--- src/rtl/seq_det_pkg.sv ---
// Shared types and reset-config constants for the serial pattern detector.
package seq_det_pkg;

    // Controller states.
    typedef enum logic [1:0] {
        StIdle  = 2'd0,
        StArmed = 2'd1,
        StDone  = 2'd2
    } state_e;

    // Config loaded by reset: pattern 0, length 1, unlimited matches.
    localparam int unsigned RstCfgPattern = 0;
    localparam int unsigned RstCfgLen     = 1;
    localparam int unsigned RstCfgLimit   = 0;

endpackage

--- src/rtl/seq_det_core.sv ---
// Shift register, fill counter and length-masked pattern compare.
// Build option: define SEQ_DET_OVERLAP_EN for overlapping detection; otherwise a hit
// clears the fill count so the next match needs len fresh bits.
module seq_det_core #(
    parameter int unsigned MAX_LEN = 8,
    parameter int unsigned LEN_W   = $clog2(MAX_LEN) + 1
) (
    input  logic               clk,
    input  logic               rst,
    input  logic               shift_en,
    input  logic               clear,
    input  logic               x,
    input  logic [MAX_LEN-1:0] pattern,
    input  logic [LEN_W-1:0]   len,
    output logic               hit
);

    localparam logic [LEN_W-1:0] FillMax = LEN_W'(MAX_LEN);

    logic [MAX_LEN-1:0] shreg_q, shreg_next, mask;
    logic [LEN_W-1:0]   fill_q, fill_next;

    // Next shift/fill values and the compare over the low len bits.
    always_comb begin
        shreg_next = {shreg_q[MAX_LEN-2:0], x};
        fill_next  = (fill_q == FillMax) ? fill_q : fill_q + LEN_W'(1);
        mask       = '0;
        for (int i = 0; i < int'(MAX_LEN); i++) begin
            mask[i] = (i < int'(len));
        end
        hit = shift_en && (fill_next >= len) && ((shreg_next & mask) == (pattern & mask));
    end

    // Shift register and fill count; only accepted bits advance them.
    always_ff @(posedge clk) begin
        if (rst || clear) begin
            shreg_q <= '0;
            fill_q  <= '0;
        end else if (shift_en) begin
            shreg_q <= shreg_next;
`ifdef SEQ_DET_OVERLAP_EN
            fill_q  <= fill_next;
`else
            fill_q  <= hit ? '0 : fill_next;
`endif
        end
    end

endmodule

--- src/rtl/seq_det_ctrl.sv ---
// Programmable serial pattern detector: config port, arm/stop FSM and match counter.
// Build option: SEQ_DET_OVERLAP_EN (see seq_det_core) selects overlapping detection.
module seq_det_ctrl
    import seq_det_pkg::*;
#(
    parameter int unsigned MAX_LEN = 8,
    parameter int unsigned LEN_W   = $clog2(MAX_LEN) + 1,
    parameter int unsigned CNT_W   = 8
) (
    input  logic               clk,
    input  logic               rst,
    input  logic               cfg_valid,
    output logic               cfg_ready,
    input  logic [MAX_LEN-1:0] cfg_pattern,
    input  logic [LEN_W-1:0]   cfg_len,
    input  logic [CNT_W-1:0]   cfg_limit,
    output logic               cfg_err,
    input  logic               start,
    input  logic               stop,
    input  logic               x_valid,
    input  logic               x,
    output logic               match,
    output logic [CNT_W-1:0]   match_cnt,
    output logic               busy,
    output logic               done
);

    state_e             state_q, state_d;
    logic [MAX_LEN-1:0] pat_q, pat_d;
    logic [LEN_W-1:0]   len_q, len_d;
    logic [CNT_W-1:0]   lim_q, lim_d;
    logic [CNT_W-1:0]   cnt_q, cnt_d, cnt_inc;
    logic               match_q, match_d;
    logic               err_q, err_d;
    logic               len_ok, arm, shift_en, hit;

    assign len_ok = (cfg_len != '0) && (cfg_len <= LEN_W'(MAX_LEN));
    // stop wins over start and over a bit arriving in the same cycle.
    assign arm      = start && !stop && (state_q == StIdle || state_q == StDone);
    assign shift_en = (state_q == StArmed) && x_valid && !stop;
    assign cnt_inc  = (cnt_q == '1) ? cnt_q : cnt_q + CNT_W'(1);

    seq_det_core #(
        .MAX_LEN (MAX_LEN),
        .LEN_W   (LEN_W)
    ) u_core (
        .clk      (clk),
        .rst      (rst),
        .shift_en (shift_en),
        .clear    (arm),
        .x        (x),
        .pattern  (pat_q),
        .len      (len_q),
        .hit      (hit)
    );

    // Next-state, config latch and counter update.
    always_comb begin
        state_d = state_q;
        pat_d   = pat_q;
        len_d   = len_q;
        lim_d   = lim_q;
        cnt_d   = cnt_q;
        match_d = 1'b0;
        err_d   = 1'b0;
        unique case (state_q)
            StIdle: begin
                if (cfg_valid) begin
                    if (len_ok) begin
                        pat_d = cfg_pattern;
                        len_d = cfg_len;
                        lim_d = cfg_limit;
                    end else begin
                        err_d = 1'b1;
                    end
                end
            end
            StArmed: begin
                if (stop) begin
                    state_d = StIdle;
                end else if (hit) begin
                    match_d = 1'b1;
                    cnt_d   = cnt_inc;
                    if (lim_q != '0 && cnt_inc == lim_q) begin
                        state_d = StDone;
                    end
                end
            end
            StDone: begin
                if (stop) begin
                    state_d = StIdle;
                end
            end
            default: state_d = StIdle;
        endcase
        if (arm) begin
            state_d = StArmed;
            cnt_d   = '0;
        end
    end

    // State, config and output registers.
    always_ff @(posedge clk) begin
        if (rst) begin
            state_q <= StIdle;
            pat_q   <= MAX_LEN'(RstCfgPattern);
            len_q   <= LEN_W'(RstCfgLen);
            lim_q   <= CNT_W'(RstCfgLimit);
            cnt_q   <= '0;
            match_q <= 1'b0;
            err_q   <= 1'b0;
        end else begin
            state_q <= state_d;
            pat_q   <= pat_d;
            len_q   <= len_d;
            lim_q   <= lim_d;
            cnt_q   <= cnt_d;
            match_q <= match_d;
            err_q   <= err_d;
        end
    end

    assign cfg_ready = (state_q == StIdle);
    assign busy      = (state_q == StArmed);
    assign done      = (state_q == StDone);
    assign match     = match_q;
    assign match_cnt = cnt_q;
    assign cfg_err   = err_q;

endmodule

--- config.mk ---
export PLATFORM = sky130hd
export DESIGN_NAME = seq_det_ctrl
export DESIGN_NICKNAME = d
export VERILOG_FILES = /design/src/rtl/seq_det_pkg.sv /design/src/rtl/seq_det_core.sv /design/src/rtl/seq_det_ctrl.sv
export SDC_FILE = /design/constraint.sdc
export NUM_CORES = 1
export LEC_CHECK = 0
export ABC_AREA = 1
export CELL_PAD_IN_SITES_DETAIL_PLACEMENT = 2
export CELL_PAD_IN_SITES_GLOBAL_PLACEMENT = 2
export CORE_AREA = 2 2 93 95
export CTS_CLUSTER_SIZE = 24
export DETAILED_ROUTE_END_ITERATION = 16
export DIE_AREA = 0 0 95 97
export PLACE_DENSITY_LB_ADDON = 0.3
export SYNTH_ARGS = -nofsm -noshare
export SYNTH_HDL_FRONTEND = slang
export SYNTH_SLANG_ARGS = --single-unit
--- constraint.sdc ---
create_clock -name clk -period 2.9 [get_ports clk]
set_clock_uncertainty 0.2 [all_clocks]
set_input_delay 0.435 -clock clk [delete_from_list [all_inputs] [get_ports clk]]
set_output_delay 0.435 -clock clk [all_outputs]
set_load 0.005 [all_outputs]
Word level (Yosys, flattened, before mapping) --
Cells that the tools add are included. W data, S select, Z words.
Word-level totals: output and inout bits 13, register bits after elaboration 43, word-level logic and storage cells 73, input port bits 27
Operators by class: reductions and logical operators 21, add/sub/neg operators 2, magnitude comparators 10, bitwise operators 6, multiplexer cells 11, equal/unequal tests 13
Operators with widths (count):
- $and A8 B8 Y8 | 2
- $eq A8 B8 Y1 | 2
- $lt A3 B4 Y1 const A | 4
- $ne A3 B2 Y1 const B | 3
- $add A8 B1 Y8 const B | 1
- $eq A8 B8 Y1 const B | 1
- $logic_and A1 B1 Y1 | 8
- $lt A1 B4 Y1 const A | 2
- $lt A2 B4 Y1 const A | 2
- $mux W2 | 4
- $mux W4 | 2
- $mux W8 | 1
- $ne A4 B2 Y1 const B | 2
- $reduce_and A4 Y1 | 2
- $reduce_bool A8 Y1 | 1
- $pmux W2 S3 | 1
- $reduce_and A3 Y1 | 2
- $reduce_or A3 Y1 | 2
- $add A4 B1 Y4 const B | 1
- $eq A4 B4 Y1 const B | 1
- $ge A4 B4 Y1 | 1
- $le A4 B4 Y1 const B | 1
- $not A1 Y1 | 4
- $reduce_bool A4 Y1 | 1
- other kinds (9) | 12

Logic depth before layout (Yosys ltp) --
word-level depth 9, mapped depth 15, mapped depth without buffers 15

By module --
A second synthesis with hierarchy kept.
Unflattened totals: cell total of the unflattened synthesis 368, area total of the unflattened synthesis 2412.3 sq um
By module, submodules not included:
- seq_det_ctrl | seq. area each 640.6 sq um, instances 1, area each 1601.5 sq um, cells each 236
- seq_det_core | seq. area each 220.2 sq um, instances 1, area each 810.8 sq um, cells each 132

Worst setup path after synthesis --
Ideal clock, no wire load.
path kind register to register, start point register u_core.fill_q[0], end point register cnt_q[4] (netlist: match_cnt[4]), required time 2.581 ns, path buffers 1, arrival 1.892 ns, period minus slack after synthesis 2.211 ns, setup time 0.119 ns, cell stages (with the launch flop) 15, setup slack 0.689 ns, cells stage by stage dfxtp_1 > inv_1 > ha_1 > nand2_1 > nor2_1 > xor2_1 > inv_1 > ha_1 > o21bai_1 > nand3_1 > nand3_1 > nand3_1 > buf_2 > o21ai_1 > a21oi_1
On the way: cells in the longest elaborated chain, start to end 6, elaborated cells on any way between the ends 7, classes of those cells add/sub: 1; order compare: 1; eq/ne: 1; mux: 1; reduce/logical: 3
Ends and longest elaborated chain:
- start, declared | RTL line seq_det_core.sv:21 | logic [LEN_W-1:0] fill_q, fill_next;
- start signal, assigned | RTL line seq_det_core.sv:44 | fill_q <= hit ? '0 : fill_next;
- $add A4 B1 Y4 or $eq A4 B4 Y1 (tied branches) | RTL line seq_det_core.sv:26 | fill_next = (fill_q == FillMax) ? fill_q : fill_q + LEN_W'(1);
- $mux W4 * | RTL line seq_det_core.sv:26
- $ge A4 B4 Y1 * | RTL line seq_det_core.sv:31 | hit = shift_en && (fill_next >= len) && ((shreg_next & mask) == (pattern & mask));
- $logic_and A1 B1 Y1 * (2 in series) | RTL line seq_det_core.sv:31
- $reduce_and A3 Y1 (no source line) *
- end signal, assigned | RTL line seq_det_ctrl.sv:117 | cnt_q <= cnt_d;
- end, declared | RTL line seq_det_ctrl.sv:32 | logic [CNT_W-1:0] cnt_q, cnt_d, cnt_inc;
Mark *: on every way between the ends. The rest lies on a longest branch, timed or not. A chain may end at the register's enable or synchronous reset.

Final worst setup path --
start point register u_core.fill_q[0], end point register cnt_q[1] (netlist: match_cnt[1])
Same word-level chain as after synthesis.

==> results_dict.tcl <==
set metrics [dict create \
    drtIter0Drc 43 \
    yosysWarnings 0 \
    ys_dominant_reg_cell "dfxtp_1" \
    antenna_found_initial 0 \
    cts_num_sinks 43 \
    slew-limit-headroom_pct 57.21 \
    final_util_pct 36.19 \
    cts_resized 0 \
    worst_pin_slew_ns 0.6395 \
    syn-num-nets 376 \
    worstHoldPathType "flip-flop to flip-flop" \
    layout-drive-gt1-share_pct 7.532 \
    critPathArrivalTime_ns 2.55 \
    dieArea_sq_um 9215 \
    firstDrtPassIters 4 \
    cts_made_buffers 5 \
    synth_top_area_share_pct 37.21 \
    num_io_pins 40 \
    status "finished, final reports clean" \
    hold_buffers 0 \
    r2r_end "match_cnt[1]$_SDFFE_PP0P_" \
    vias_per_cell 4.792 \
    critical_path_required_ns 2.93 \
    core_area_sq_um 8134 \
    ant_nets 0 \
    cts_tree "done" \
    setup_viol 0 \
    setup_ws_ns 0.3815 \
    rsz0062_at_grt "no" \
    htreeDepth 2 \
    power_density_nw_per_um2 461.8 \
    r2r_slack_ns 0.38 \
    drt_wl_total_microns 7216 \
    startpoint "u_core.fill_q[0]$_SDFFE_PP0P_" \
    cts_setup_buffers 0 \
    grt-ovfl-total 0 \
    ys_seq_area_share_pct 37.21 \
    synthCells 342 \
    hold_viol 0 \
    start_util_pct 28.44 \
    fmaxAchievable_ghz 0.3971 \
    p_leak_nw 1.298 \
    path_clk_slew_ns 0.09 \
    dp.cells 482 \
    drc 0 \
    dp_hpwl_microns 5661 \
    nets 418 \
    pre_cts_slack_ns 0.3677 \
    finalCritPeriodShare_pct 86.84 \
    cap_violations 0 \
    grt_pass1_vias 2677 \
    path_class "flip-flop to flip-flop" \
    synth_area_per_cell_sq_um 6.765 \
    end_kind "flip-flop" \
    yosys-top-cells-count "77 x nand2_1, 43 x dfxtp_1, 37 x inv_1, 35 x nor2_1, 33 x a21oi_1" \
    die_w_microns 95 \
    grt_max_degree 36 \
    period_minus_slack_ns 2.518 \
    vias 2348 \
    ir_worst_vdd_uv 194.1 \
    ys_ff_latch 43 \
    port-buffer-count 39 \
    rows 33 \
    gp_congestion 0.7473 \
    synth-edff-count 0 \
    final_cell_count_no_fill 490 \
    insertion_delay_ns 0.30 \
    path_max_fanout 14 \
    r2r_cells 15 \
    critPathLaunchType "flip-flop" \
    syn_area_sq_um 2313 \
    fp.dieH_microns 97 \
    whs_ns 0.2846 \
    area_growth_syn_to_layout_pct 27.26 \
    timing.rr.start "u_core.fill_q[0]$_SDFFE_PP0P_" \
    grt_usage_pct 17.20 \
    synthArstFlopShare_pct 0 \
    drv_slew 0 \
    cp-endpoint "match_cnt[1]$_SDFFE_PP0P_" \
    ys_top_cells_by_area "dfxtp_1 37%, nand2_1 12%, a21oi_1 7.1%, nand3_1 6.3%, inv_1 6.0%" \
    setup-tns-final_ns 0 \
    yosysUniqueCellTypes 26 \
    wl_per_cell_microns 14.73 \
    diodes 0 \
    cts-root-buf "clkbuf_8" \
    yosysTopAreaCell "dfxtp_1" \
    cts_buffer_depth 2 \
    grt_pass1_wl_microns 12760 \
    synth.most_common_cell "nand2_1" \
]
[cell usage in the layout (no fill, tap or decap)]
master           netlist  routed
a211oi_1               3       3
a21oi_1               33      33
a21oi_2                1       1
a31oi_1                2       2
buf_4                  0       4
bufinv_16              0       1
clkbuf_8               0       6
clkdlybuf4s50_1        0      39
clkinv_2               0       1
dfxtp_1               43      43
ha_1                   7       7
inv_1                 37      37
inv_2                  8       8
nand2_1               77      77
nand2_2                1       1
nand2_4                3       3
nand3_1               29      29
nand4_1                3       3
nor2_1                35      35
nor2_2                 1       1
nor2_4                 1       1
nor2_8                 1       1
nor3_2                 1       1
o21ai_0               22      22
o21ai_1               16      16
o21bai_1               1       1
xnor2_1                4       4
xor2_1                 5       5
[power by group]
group | total (mW) | leakage, nW | internal (mW) | switching, mW
sequential | 0.642 | 0.351 | 0.620 | 0.0223
clock | 0.504 | 0.0612 | 0.279 | 0.225
combinational | 0.213 | 0.886 | 0.0951 | 0.118
total | 1.36 | 1.30 | 0.994 | 0.365
[cell families after synthesis]
logic type / count (synthesis) / share of synthesized area [%]
AOI/OAI and AO/OA: 78 / 17.58
xor gates and xnor gates: 9 / 3.407
adders and majority gates: 7 / 3.786
buffers and inverters: 53 / 8.977
DFF: 43 / 37.21
and+or+nand+nor: 152 / 29.04
[worst max-delay path: stages (launching register included)]
cell and delay (ns):
dfxtp_1 0.34, inv_1 0.12, ha_1 0.16, nand2_1 0.05, nor2_1 0.16, xor2_1 0.21, inv_1 0.07, ha_1 0.17
o21bai_1 0.13, nand3_1 0.08, nand3_1 0.07, nand3_1 0.11, buf_4 0.21, inv_2 0.13, o21ai_0 0.09, a31oi_1 0.16
[sequential cells by signal, indices dropped and copies added, names as in the netlist]
signal / cells
match_cnt: 8
u_core.shreg_q: 7
match: 1
pat_q: 8
lim_q: 8
cfg_err: 1
u_core.fill_q: 4
len_q: 4
state_q: 2
[through the flow]
stage / instance area, sq um / power, mW
finish: 2944 / 1.360
floorplan: 2313 / 0.7761
CTS: 2944 / 1.380
detailed placement: 2826 / 0.8701
global route: 2944 / 1.433
global placement: 2826 / 0.8599
[worst min-delay path by stage]
stage	slack (ns)	end	startpoint	cells after the start
finish	0.28	pat_q[0]$_SDFFE_PP0P_	pat_q[0]$_SDFFE_PP0P_	2
global route	0.33	u_core.shreg_q[5]$_SDFFE_PP0P_	u_core.shreg_q[4]$_SDFFE_PP0P_	2
CTS	0.29	pat_q[0]$_SDFFE_PP0P_	pat_q[0]$_SDFFE_PP0P_	2
detailed placement	0.27	pat_q[0]$_SDFFE_PP0P_	pat_q[0]$_SDFFE_PP0P_	2
global placement	0.26	pat_q[0]$_SDFFE_PP0P_	pat_q[0]$_SDFFE_PP0P_	2
floorplan	0.24	pat_q[7]$_SDFFE_PP0P_	pat_q[7]$_SDFFE_PP0P_	2
[cell type report]
cell class	count	area, sq um
Timing Repair Buffer	43	420.4
Fill cell	960	5190
Multi-Input combinational cell	246	1245
Sequential cell	43	860.8
Inverter	45	168.9
Tap cell	105	131.4
Clock inverter	2	35.03
Clock buffer	6	82.58
[routing by layer]
metal / vias to the layer above / wire length [microns] / part of all wire [%] / track usage, %
met5: - / 0 / 0 / 0
met4: 0 / 63 / 0.87 / 3.344
met3: 5 / 195 / 2.7 / 2.960
met2: 33 / 3400 / 47 / 28.48
met1: 1124 / 3557 / 49 / 23.42
li1: 1186 / - / - / -
Note: power is estimated with default switching activity, not from simulation.
